`src/rtl/pipe_hazard_ctrl_if.sv`:
```
// Hazard-unit bundle: ID-stage decode fields and branch status in,
// forwarding selects, pipeline control and event counters out.
interface pipe_hazard_ctrl_if #(
  parameter int CNT_W = 16
);
  logic             IDvalid;
  logic [4:0]       IDrs;
  logic [4:0]       IDrt;
  logic             IDuse_rs;
  logic             IDuse_rt;
  logic             IDwreg;
  logic             IDm2reg;
  logic [4:0]       IDwn;
  logic             EXbr_taken;
  logic [1:0]       fwda;
  logic [1:0]       fwdb;
  logic             stall;
  logic             flush;
  logic [1:0]       state;
  logic [CNT_W-1:0] stall_cnt;
  logic [CNT_W-1:0] flush_cnt;

  modport master (
    output IDvalid, IDrs, IDrt, IDuse_rs, IDuse_rt, IDwreg, IDm2reg, IDwn, EXbr_taken,
    input  fwda, fwdb, stall, flush, state, stall_cnt, flush_cnt
  );

  modport slave (
    input  IDvalid, IDrs, IDrt, IDuse_rs, IDuse_rt, IDwreg, IDm2reg, IDwn, EXbr_taken,
    output fwda, fwdb, stall, flush, state, stall_cnt, flush_cnt
  );
endinterface

```
`src/rtl/pipe_hazard_ctrl.sv`:
```
// Five-stage pipeline hazard controller: operand forwarding, load-use stall,
// taken-branch flush sequencing and saturating stall/flush event counters.
module pipe_hazard_ctrl #(
  parameter int FLUSH_CYC = 2,
  parameter int CNT_W     = 16
) (
  input  logic               clk,
  input  logic               clrn,
  pipe_hazard_ctrl_if.slave  bus
);

  typedef enum logic [1:0] {
    ST_RUN     = 2'b00,
    ST_LDSTALL = 2'b01,
    ST_FLUSH   = 2'b10
  } state_t;

  typedef struct packed {
    logic       valid;
    logic       wreg;
    logic       m2reg;
    logic [4:0] wn;
  } shadow_t;

  localparam logic [2:0] FLUSH_LOAD = 3'(FLUSH_CYC - 1);

  state_t           r_state, w_state_nxt;
  logic [2:0]       r_remaining, w_remaining_nxt;
  shadow_t          r_ex, r_mem;
  logic [CNT_W-1:0] r_stall_cnt, r_flush_cnt;
  logic             w_ex_src, w_mem_src, w_ld_use;
  logic             w_stall, w_flush, w_flush_entry;
  logic [1:0]       w_fwda, w_fwdb;

  // Register 0 is hard-wired, so a write to it is never a forwarding source.
  assign w_ex_src  = r_ex.valid  && r_ex.wreg  && (r_ex.wn  != 5'd0);
  assign w_mem_src = r_mem.valid && r_mem.wreg && (r_mem.wn != 5'd0);

  function automatic logic [1:0] fwd_sel(input logic use_r, input logic [4:0] r);
    if (!use_r)                                   return 2'b00;
    if (w_ex_src && r_ex.wn == r && !r_ex.m2reg) return 2'b01;
    if (w_mem_src && r_mem.wn == r)              return r_mem.m2reg ? 2'b11 : 2'b10;
    return 2'b00;
  endfunction

  assign w_fwda   = fwd_sel(bus.IDuse_rs, bus.IDrs);
  assign w_fwdb   = fwd_sel(bus.IDuse_rt, bus.IDrt);
  assign w_ld_use = bus.IDvalid && w_ex_src && r_ex.m2reg &&
                    ((bus.IDuse_rs && r_ex.wn == bus.IDrs) ||
                     (bus.IDuse_rt && r_ex.wn == bus.IDrt));

  always_comb begin
    // NOTE: every output of this block gets a default first, so no path
    // leaves a variable unassigned and no latch is inferred.
    w_state_nxt     = r_state;
    w_remaining_nxt = r_remaining;
    w_stall         = 1'b0;
    w_flush         = 1'b0;
    w_flush_entry   = 1'b0;
    if (!clrn) begin
      unique case (r_state)
        ST_RUN, ST_LDSTALL: begin
          if (bus.EXbr_taken) begin
            w_flush       = 1'b1;
            w_flush_entry = 1'b1;
            if (FLUSH_CYC > 1) begin
              w_state_nxt     = ST_FLUSH;
              w_remaining_nxt = FLUSH_LOAD;
            end else begin
              w_state_nxt = ST_RUN;
            end
          end else if (r_state == ST_RUN && w_ld_use) begin
            // Stall only from RUN: the re-presented instruction never stalls twice.
            w_stall     = 1'b1;
            w_state_nxt = ST_LDSTALL;
          end else begin
            w_state_nxt = ST_RUN;
          end
        end
        ST_FLUSH: begin
          w_flush         = 1'b1;
          w_remaining_nxt = r_remaining - 3'd1;
          if (w_remaining_nxt == 3'd0) w_state_nxt = ST_RUN;
        end
        default: w_state_nxt = ST_RUN;
      endcase
    end
  end

  always_ff @(posedge clk) begin
    // NOTE: sequential state uses non-blocking assignments so every register
    // samples its pre-edge inputs regardless of statement order.
    if (clrn) begin
      r_state     <= ST_RUN;
      r_remaining <= 3'd0;
      r_ex        <= '0;
      r_mem       <= '0;
      r_stall_cnt <= '0;
      r_flush_cnt <= '0;
    end else begin
      r_state     <= w_state_nxt;
      r_remaining <= w_remaining_nxt;
      r_mem       <= r_ex;
      r_ex        <= '{valid: bus.IDvalid && !w_stall && !w_flush,
                       wreg:  bus.IDwreg,
                       m2reg: bus.IDm2reg,
                       wn:    bus.IDwn};
      if (w_stall && r_stall_cnt != '1)       r_stall_cnt <= r_stall_cnt + 1'b1;
      if (w_flush_entry && r_flush_cnt != '1) r_flush_cnt <= r_flush_cnt + 1'b1;
    end
  end

  assign bus.stall     = w_stall;
  assign bus.flush     = w_flush;
  assign bus.fwda      = clrn ? 2'b00 : w_fwda;
  assign bus.fwdb      = clrn ? 2'b00 : w_fwdb;
  assign bus.state     = clrn ? 2'b00 : r_state;
  assign bus.stall_cnt = r_stall_cnt;
  assign bus.flush_cnt = r_flush_cnt;

endmodule

```
`src/flat_wrapper.sv`:
```
// flat-port wrapper written by rule: the top's interface ports become plain ports
module pipe_hazard_ctrl_flat 
#(
  parameter int FLUSH_CYC = 2,
  parameter int CNT_W     = 16
)
  (clk, clrn, bus_IDvalid, bus_IDrs, bus_IDrt, bus_IDuse_rs, bus_IDuse_rt, bus_IDwreg, bus_IDm2reg, bus_IDwn, bus_EXbr_taken, bus_fwda, bus_fwdb, bus_stall, bus_flush, bus_state, bus_stall_cnt, bus_flush_cnt);
  pipe_hazard_ctrl_if #(.CNT_W(CNT_W)) bus_i ();
  input  logic clk;
  input  logic clrn;
  input wire logic [$bits(bus_i.IDvalid)-1:0] bus_IDvalid;
  input wire logic [$bits(bus_i.IDrs)-1:0] bus_IDrs;
  input wire logic [$bits(bus_i.IDrt)-1:0] bus_IDrt;
  input wire logic [$bits(bus_i.IDuse_rs)-1:0] bus_IDuse_rs;
  input wire logic [$bits(bus_i.IDuse_rt)-1:0] bus_IDuse_rt;
  input wire logic [$bits(bus_i.IDwreg)-1:0] bus_IDwreg;
  input wire logic [$bits(bus_i.IDm2reg)-1:0] bus_IDm2reg;
  input wire logic [$bits(bus_i.IDwn)-1:0] bus_IDwn;
  input wire logic [$bits(bus_i.EXbr_taken)-1:0] bus_EXbr_taken;
  output wire logic [$bits(bus_i.fwda)-1:0] bus_fwda;
  output wire logic [$bits(bus_i.fwdb)-1:0] bus_fwdb;
  output wire logic [$bits(bus_i.stall)-1:0] bus_stall;
  output wire logic [$bits(bus_i.flush)-1:0] bus_flush;
  output wire logic [$bits(bus_i.state)-1:0] bus_state;
  output wire logic [$bits(bus_i.stall_cnt)-1:0] bus_stall_cnt;
  output wire logic [$bits(bus_i.flush_cnt)-1:0] bus_flush_cnt;
  assign bus_i.IDvalid = bus_IDvalid;
  assign bus_i.IDrs = bus_IDrs;
  assign bus_i.IDrt = bus_IDrt;
  assign bus_i.IDuse_rs = bus_IDuse_rs;
  assign bus_i.IDuse_rt = bus_IDuse_rt;
  assign bus_i.IDwreg = bus_IDwreg;
  assign bus_i.IDm2reg = bus_IDm2reg;
  assign bus_i.IDwn = bus_IDwn;
  assign bus_i.EXbr_taken = bus_EXbr_taken;
  assign bus_fwda = bus_i.fwda;
  assign bus_fwdb = bus_i.fwdb;
  assign bus_stall = bus_i.stall;
  assign bus_flush = bus_i.flush;
  assign bus_state = bus_i.state;
  assign bus_stall_cnt = bus_i.stall_cnt;
  assign bus_flush_cnt = bus_i.flush_cnt;
  pipe_hazard_ctrl #(.FLUSH_CYC(FLUSH_CYC), .CNT_W(CNT_W)) u_core (.clk(clk), .clrn(clrn), .bus(bus_i));
endmodule
```
`config.mk`:
```
export PLATFORM = sky130hd
export DESIGN_NAME = pipe_hazard_ctrl_flat
export DESIGN_NICKNAME = d
export VERILOG_FILES = /design/src/rtl/pipe_hazard_ctrl_if.sv /design/src/rtl/pipe_hazard_ctrl.sv /design/src/flat_wrapper.sv
export SDC_FILE = /design/constraint.sdc
export NUM_CORES = 1
export LEC_CHECK = 0
export CORE_MARGIN = 3
export CORE_UTILIZATION = 50
export DETAILED_ROUTE_END_ITERATION = 16
export PLACE_DENSITY = 0.85
export SLEW_MARGIN = 10
export SYNTH_ARGS = -nofsm -noshare
export SYNTH_HDL_FRONTEND = slang
export SYNTH_SLANG_ARGS = --single-unit
```
`constraint.sdc`:
```
create_clock -name clk -period 3 [get_ports clk]
set_clock_uncertainty 0.2 [all_clocks]
set_input_delay 0.45 -clock clk [delete_from_list [all_inputs] [get_ports clk]]
set_output_delay 0.45 -clock clk [all_outputs]
set_load 0.03 [all_outputs]
```
==> run_results.csv, run 1 <==
group,metric,value,unit
outcome,status,"finished, final reports clean",
setup_path,reg2reg_from,"u_core.r_ex[5]",
yosys,synth-seq-cells,53,
detailed_routing,detail_route.wl_per_cell,14.1,um
global_route,grt_max_degree,37,
detailed_routing,final_antenna_net_count,0,
finish,area_growth,29.3,%
setup_path,reg2reg_depth,6,
setup_path,required,2.35,ns
clock_tree,numCtsBuffers,5,
setup_path,critical_path_class,"in -> out",
clock_tree,clkLatencyLatePin,0.30,ns
sta,rsz0062_at_grt,"no",
clock_tree,clk_pin_slew_worst_paths,0.09,ns
placed_design,portBuffers,62,
finish,n_fill_cell,422,
worst_hold_path,min_from,"u_core.r_ex[6]",
sta,timing.final.hold_violations,0,
placed_design,gp_congestion,0.910,
clock_tree,ctsHoldBuffers,0,
sta,hold_ws,0.279,ns
finish,layout_common_cells,"56 x clkdlybuf4s50_1, 53 x dfxtp_1, 35 x nor2_1",
global_route,track_usage,0.207,
sta,max_slew.worst_pin.slew,0.606,ns
setup_path,worst_r2r_endpoint,"u_core.bus.stall_cnt[15]",
floorplanning,rows,25,
worst_hold_path,whs_path_depth,1,
finish,multi_input_area,1530,um^2
global_route,grt_pass1_vias,2312,
yosys,syn_area,2650,um^2
finish,final_cells,431,
floorplanning,dieArea,6210,um^2
setup_path,cp.arrival,2.09,ns
setup_path,crit_fanout,4,
sta,final.setup.tns,0,ns
global_route,grt_antenna_before_repair,0,
yosys,synth_cells,300,
clock_tree,htreeDepth,2,
power_and_ir_drop,power,0.00139,W
yosys,synthArstFlopShare,0,
clock_tree,cts_tree,"yes",
floorplanning,num_io_pins,63,
detailed_routing,drt-total-wl,6.10,mm
yosys,syn_avg_cell_area,8.84,um^2
detailed_routing,drc,0,
sta,max-slew-margin-rel,0.594,
global_route,grt_overflow_total,0,
yosys,yosys_most_used_dff,"dfxtp_1",
finish,drive_above_1_share,0.0824,
yosys,synth_nets,327,
clock_tree,ctsResizeCount,0,
floorplanning,dieHeight,78.8,um
clock_tree,cts-root-buf,"clkbuf_8",
finish,nets,390,
worst_hold_path,min_to,"u_core.r_mem[6]",
floorplanning,die_w,78.8,um
setup_path,cp-start-kind,"input pin",
power_and_ir_drop,power.density,404,nW/um^2
setup_path,r2r_slack,0.70,ns
placed_design,hpwl,4.50,mm
worst_hold_path,hp-class,"reg -> reg",
floorplanning,coreArea,4910,um^2
detailed_routing,initialDrtViolationCount,114,
power_and_ir_drop,ir_drop,0.352,mV
clock_tree,clk_path_buf_depth,2,
detailed_routing,vias,2360,
clock_tree,cts_setup_buffers,0,
sta,finalCritPeriodShare,0.915,
yosys,netlist-cell-type-count,53,
flow_run,drv_cap,0,
yosys,synth_edf_count,0,
detailed_routing,via_per_inst,5.48,
placed_design,dp_cells,423,
yosys,ys_seq_area_frac,0.400,
global_route,grt_pass1_wl,10.5,mm
setup_path,end_kind,"primary output",
floorplanning,initial_core_util,0.540,
finish,ff_latch_area,1060,um^2
detailed_routing,drtPass1Iterations,4,
finish,antennaDiodeCount,0,
sta,finalMaxSlewViolations,0,
finish,fin_util,0.698,
sta,max_freq,364,MHz
yosys,synth_warnings,0,
clock_tree,clkSinkCount,53,
power_and_ir_drop,power_leakage,1.25,nW
sta,min_period,2.74,ns
finish,mostFrequentLayoutCell,"clkdlybuf4s50_1",
sta,setup_viol,0,
-- worst max path at each step --
stage                   start                       end  slack (ns)  cells after the start
3_5_place_dp      bus_IDrt[3]  u_core.bus.stall_cnt[15]        0.19                      7
3_3_place_gp      bus_IDrt[3]  u_core.bus.stall_cnt[15]        0.28                      7
6_report       bus_EXbr_taken                 bus_flush        0.26                      5
2_1_floorplan  u_core.r_ex[0]               bus_fwda[1]        0.47                      4
5_1_grt        bus_EXbr_taken                 bus_flush        0.12                      5
4_1_cts        bus_EXbr_taken                 bus_flush        0.25                      5
-- critical path, stage by stage --
cell	delay, ns
clkdlybuf4s50_1	0.52
nor2b_1	0.24
nor2_1	0.11
nor2_1	0.10
clkdlybuf4s50_1	0.68
-- layout make-up --
type | instances | share of cell area
Multi-Input combinational cell | 234 | 0.447
Sequential cell | 53 | 0.309
Timing Repair Buffer | 64 | 0.180
Clock buffer | 7 | 0.0252
Tap cell | 67 | 0.0244
Clock inverter | 1 | 0.00876
Inverter | 5 | 0.00547
-- cells in the mapped netlist, types with 2 or more instances --
library cell / count / area, um^2
o311ai_1: 2 / 17.5
and3_2: 2 / 15.0
nor4b_1: 2 / 17.5
nand4_1: 6 / 37.5
nor2_1: 35 / 131
inv_1: 5 / 18.8
o41ai_1: 2 / 17.5
or2_2: 3 / 18.8
and4_1: 5 / 43.8
clkbuf_1: 3 / 11.3
xnor2_1: 9 / 78.8
xor2_1: 27 / 236
o21ai_1: 2 / 10.0
nand2b_1: 4 / 25.0
nor2b_1: 26 / 163
ha_1: 4 / 50.1
nor4_1: 4 / 25.0
or3_1: 5 / 31.3
nor3b_1: 3 / 22.5
and3_1: 3 / 18.8
nand2_1: 23 / 86.3
or4_1: 3 / 22.5
nand3_1: 12 / 60.1
a32o_1: 2 / 20.0
nor3_2: 2 / 20.0
o21ai_0: 5 / 25.0
a21oi_1: 11 / 55.1
nor3_1: 7 / 35.0
buf_1: 3 / 11.3
o21a_1: 5 / 37.5
dfxtp_1: 53 / 1060
-- stage by stage --
stage	setup WS, ns	instance area, um^2
floorplan	0.466	2650
global placement	0.278	3310
detailed placement	0.192	3310
CTS	0.250	3430
global route	0.122	3430
finish	0.255	3430
-- layer usage --
layer  up-vias  routed length [um]  global-route usage
met5         -                   0                   0
met1      1100                2920               0.286
met3        11                 255              0.0385
li1       1185                   -                   -
met2        64                2840               0.332
met4         0                  74              0.0550
-- power breakdown --
group | switching [W] | leakage (nW) | internal, W
Sequential | 0.0000214 | 0.431 | 0.000722
Clock | 0.000224 | 0.0585 | 0.000272
Combinational | 0.0000728 | 0.762 | 0.0000749
-- sequential cells by signal, indices dropped and copies added (netlist names) --
name	count
u_core.bus.flush_cnt	16
u_core.bus.stall_cnt	16
u_core.r_ex	8
u_core.r_mem	8
u_core.r_remaining	3
u_core.r_state	2
-- cell families (layout without fill, tap and decap cells) --
logic type	count (synthesis)	in the layout	synth area share
and+or+nand+nor	149	149	0.307
DFF	53	53	0.400
buffers and inverters	13	77	0.0226
xor gates and xnor gates	36	36	0.119
AOI/OAI and AO/OA	42	42	0.119
adders and majority gates	4	4	0.0189
muxes	3	3	0.0137
Note: power is estimated with default switching activity, not from simulation.
==> run 2: changes to the inputs <==
--- a/config.mk
+++ b/config.mk
@@ -7,6 +7,7 @@
 export LEC_CHECK = 0
 export CORE_MARGIN = 3
 export CORE_UTILIZATION = 50
+export CTS_CLUSTER_DIAMETER = 120
 export DETAILED_ROUTE_END_ITERATION = 16
 export PLACE_DENSITY = 0.85
 export SLEW_MARGIN = 10
==> results of run 2 <==
No change in the layout: final DEF, timing and power equal those of run 1.
==> run 3: changes to the inputs <==
--- a/config.mk
+++ b/config.mk
@@ -5,8 +5,9 @@
 export SDC_FILE = /design/constraint.sdc
 export NUM_CORES = 1
 export LEC_CHECK = 0
-export CORE_MARGIN = 3
+export CORE_MARGIN = 5
 export CORE_UTILIZATION = 50
+export CTS_BUF_LIST = sky130_fd_sc_hd__clkbuf_16
 export CTS_CLUSTER_DIAMETER = 120
 export DETAILED_ROUTE_END_ITERATION = 16
 export PLACE_DENSITY = 0.85
==> run 3 against run 2 <==
- setup slack got worse by 0.048 ns
- critical path type unchanged
- cell area rose by 0.91%
- non-clock buffer count rose by 1
- final cell count up 0.70%
- register-to-register slack got worse by 0.03 ns
- sequential share of layout area decreased by 0.28 points
- highest routed layer unchanged
- count of clock-buffer cells in the layout is 2 lower
==> run_results.csv, run 3 (synthesis results as in run 1) <==
group,metric,value,unit
global_route,grt_pass1_wl,10.8,mm
setup_path,path_cells,"clkdlybuf4s50_1, xor2_1, nor3_1, and3_2, o21a_1, buf_4",
outcome,status,"finished, final reports clean",
power_and_ir_drop,power.density,414,nW/um^2
clock_tree,clk_path_buf_depth,2,
setup_path,required,2.35,ns
setup_path,cpPeakStageDelay,0.46,ns
setup_path,cp-start-kind,"input pin",
detailed_routing,detail_route.wl_per_cell,14.6,um
global_route,grt_pass1_vias,2352,
power_and_ir_drop,power_leakage,1.26,nW
clock_tree,clkSinkCount,53,
finish,n_fill_cell,463,
sta,min_period,2.79,ns
floorplanning,dieArea,6860,um^2
sta,max_slew.worst_pin.slew,0.634,ns
global_route,grt_antenna_before_repair,0,
placed_design,portBuffers,62,
finish,layout_common_cells,"56 x clkdlybuf4s50_1, 53 x dfxtp_1, 35 x nor2_1",
sta,hold_ws,0.283,ns
setup_path,cp.arrival,2.14,ns
clock_tree,cts-root-buf,"clkbuf_16",
sta,final.setup.tns,0,ns
sta,max_freq,358,MHz
clock_tree,numCtsBuffers,5,
finish,area_growth,30.5,%
floorplanning,dieHeight,82.8,um
sta,finalCritPeriodShare,0.931,
sta,finalMaxSlewViolations,0,
sta,max-slew-margin-rel,0.575,
clock_tree,htreeDepth,2,
worst_hold_path,hp-class,"reg -> reg",
floorplanning,rows,26,
setup_path,end_kind,"primary output",
global_route,track_usage,0.185,
floorplanning,die_w,82.8,um
global_route,grt_max_degree,28,
sta,rsz0062_at_grt,"no",
setup_path,critPathSlowestCell,"clkdlybuf4s50_1",
floorplanning,num_io_pins,63,
clock_tree,clkLatencyLatePin,0.29,ns
finish,nets,391,
detailed_routing,drtPass1Iterations,4,
sta,setup_viol,0,
detailed_routing,initialDrtViolationCount,122,
detailed_routing,drt-total-wl,6.33,mm
placed_design,gp_congestion,0.892,
detailed_routing,vias,2359,
clock_tree,ctsResizeCount,0,
clock_tree,clk_pin_slew_worst_paths,0.06,ns
global_route,grt_overflow_total,0,
detailed_routing,final_antenna_net_count,0,
placed_design,hpwl,4.76,mm
detailed_routing,via_per_inst,5.44,
finish,antennaDiodeCount,0,
clock_tree,ctsHoldBuffers,0,
flow_run,drv_cap,0,
setup_path,crit_fanout,5,
finish,drive_above_1_share,0.0824,
finish,fin_util,0.673,
power_and_ir_drop,ir_drop,0.237,mV
power_and_ir_drop,power,0.00143,W
floorplanning,coreArea,5140,um^2
detailed_routing,drc,0,
sta,timing.final.hold_violations,0,
finish,mostFrequentLayoutCell,"clkdlybuf4s50_1",
clock_tree,cts_setup_buffers,0,
floorplanning,initial_core_util,0.516,
setup_path,critical_path_class,"in -> out",
clock_tree,cts_tree,"yes",
-- run 3: changes by cell type in the layout (fill, tap and decap cells not counted), sizes merged --
cell / delta
buf: +1
clkbuf: -2
bufinv: -1
clkinv: +1
clkinvlp: +1
-- run 3: cell type report --
| type | count | area (um^2) | share of cell area |
|---|---|---|---|
| timing repair buffer | 65 | 626 | 0.181 |
| sequential | 53 | 1060 | 0.307 |
| clock buffer | 5 | 125 | 0.0362 |
| inverter | 5 | 18.8 | 0.00542 |
| tap | 70 | 87.6 | 0.0253 |
| clock inverter | 2 | 11.3 | 0.00325 |
| multi-input combinational | 234 | 1530 | 0.443 |
-- run 3: layer usage --
metal	part of all wire	GRT usage	wire length [um]	vias up
met4	0.010	0.0475	64	0
met1	0.44	0.229	2810	1117
li1	-	-	-	1181
met5	0	0	0	-
met3	0.042	0.0416	265	7
met2	0.50	0.322	3190	54
-- run 3: per-stage QoR --
| step | worst slack, ns | cell area (um^2) | cells |
|---|---|---|---|
| floorplan | 0.466 | 2650 | 300 |
| global placement | 0.214 | 3320 | 427 |
| detailed placement | 0.157 | 3320 | 427 |
| CTS | 0.215 | 3460 | 434 |
| global route | 0.116 | 3460 | 434 |
| finish | 0.207 | 3460 | 434 |
-- run 3: worst max-delay path, delay by kind of cell --
kind | cells | cell delay (ns)
AOI/OAI and AO/OA | 1 | 0.27
xor gates and xnor gates | 1 | 0.16
buffers and inverters | 2 | 0.66
and+or+nand+nor | 2 | 0.60
-- run 3: final timing paths --
| check | to | start | slack, ns | depth (start not counted) |
|---|---|---|---|---|
| max | bus_stall | bus_IDrt[3] | 0.21 | 6 |
| min | u_core.r_mem[7] | u_core.r_ex[7] | 0.28 | 1 |
| max reg2reg | u_core.bus.stall_cnt[15] | u_core.r_ex[1] | 0.67 | 6 |
| min reg2reg | u_core.r_mem[7] | u_core.r_ex[7] | 0.28 | 1 |
-- run 3: power breakdown --
group | switching (W) | internal (W)
logic | 0.0000735 | 0.0000757
clock network | 0.000241 | 0.000302
registers | 0.0000202 | 0.000722
total | 0.000334 | 0.00110
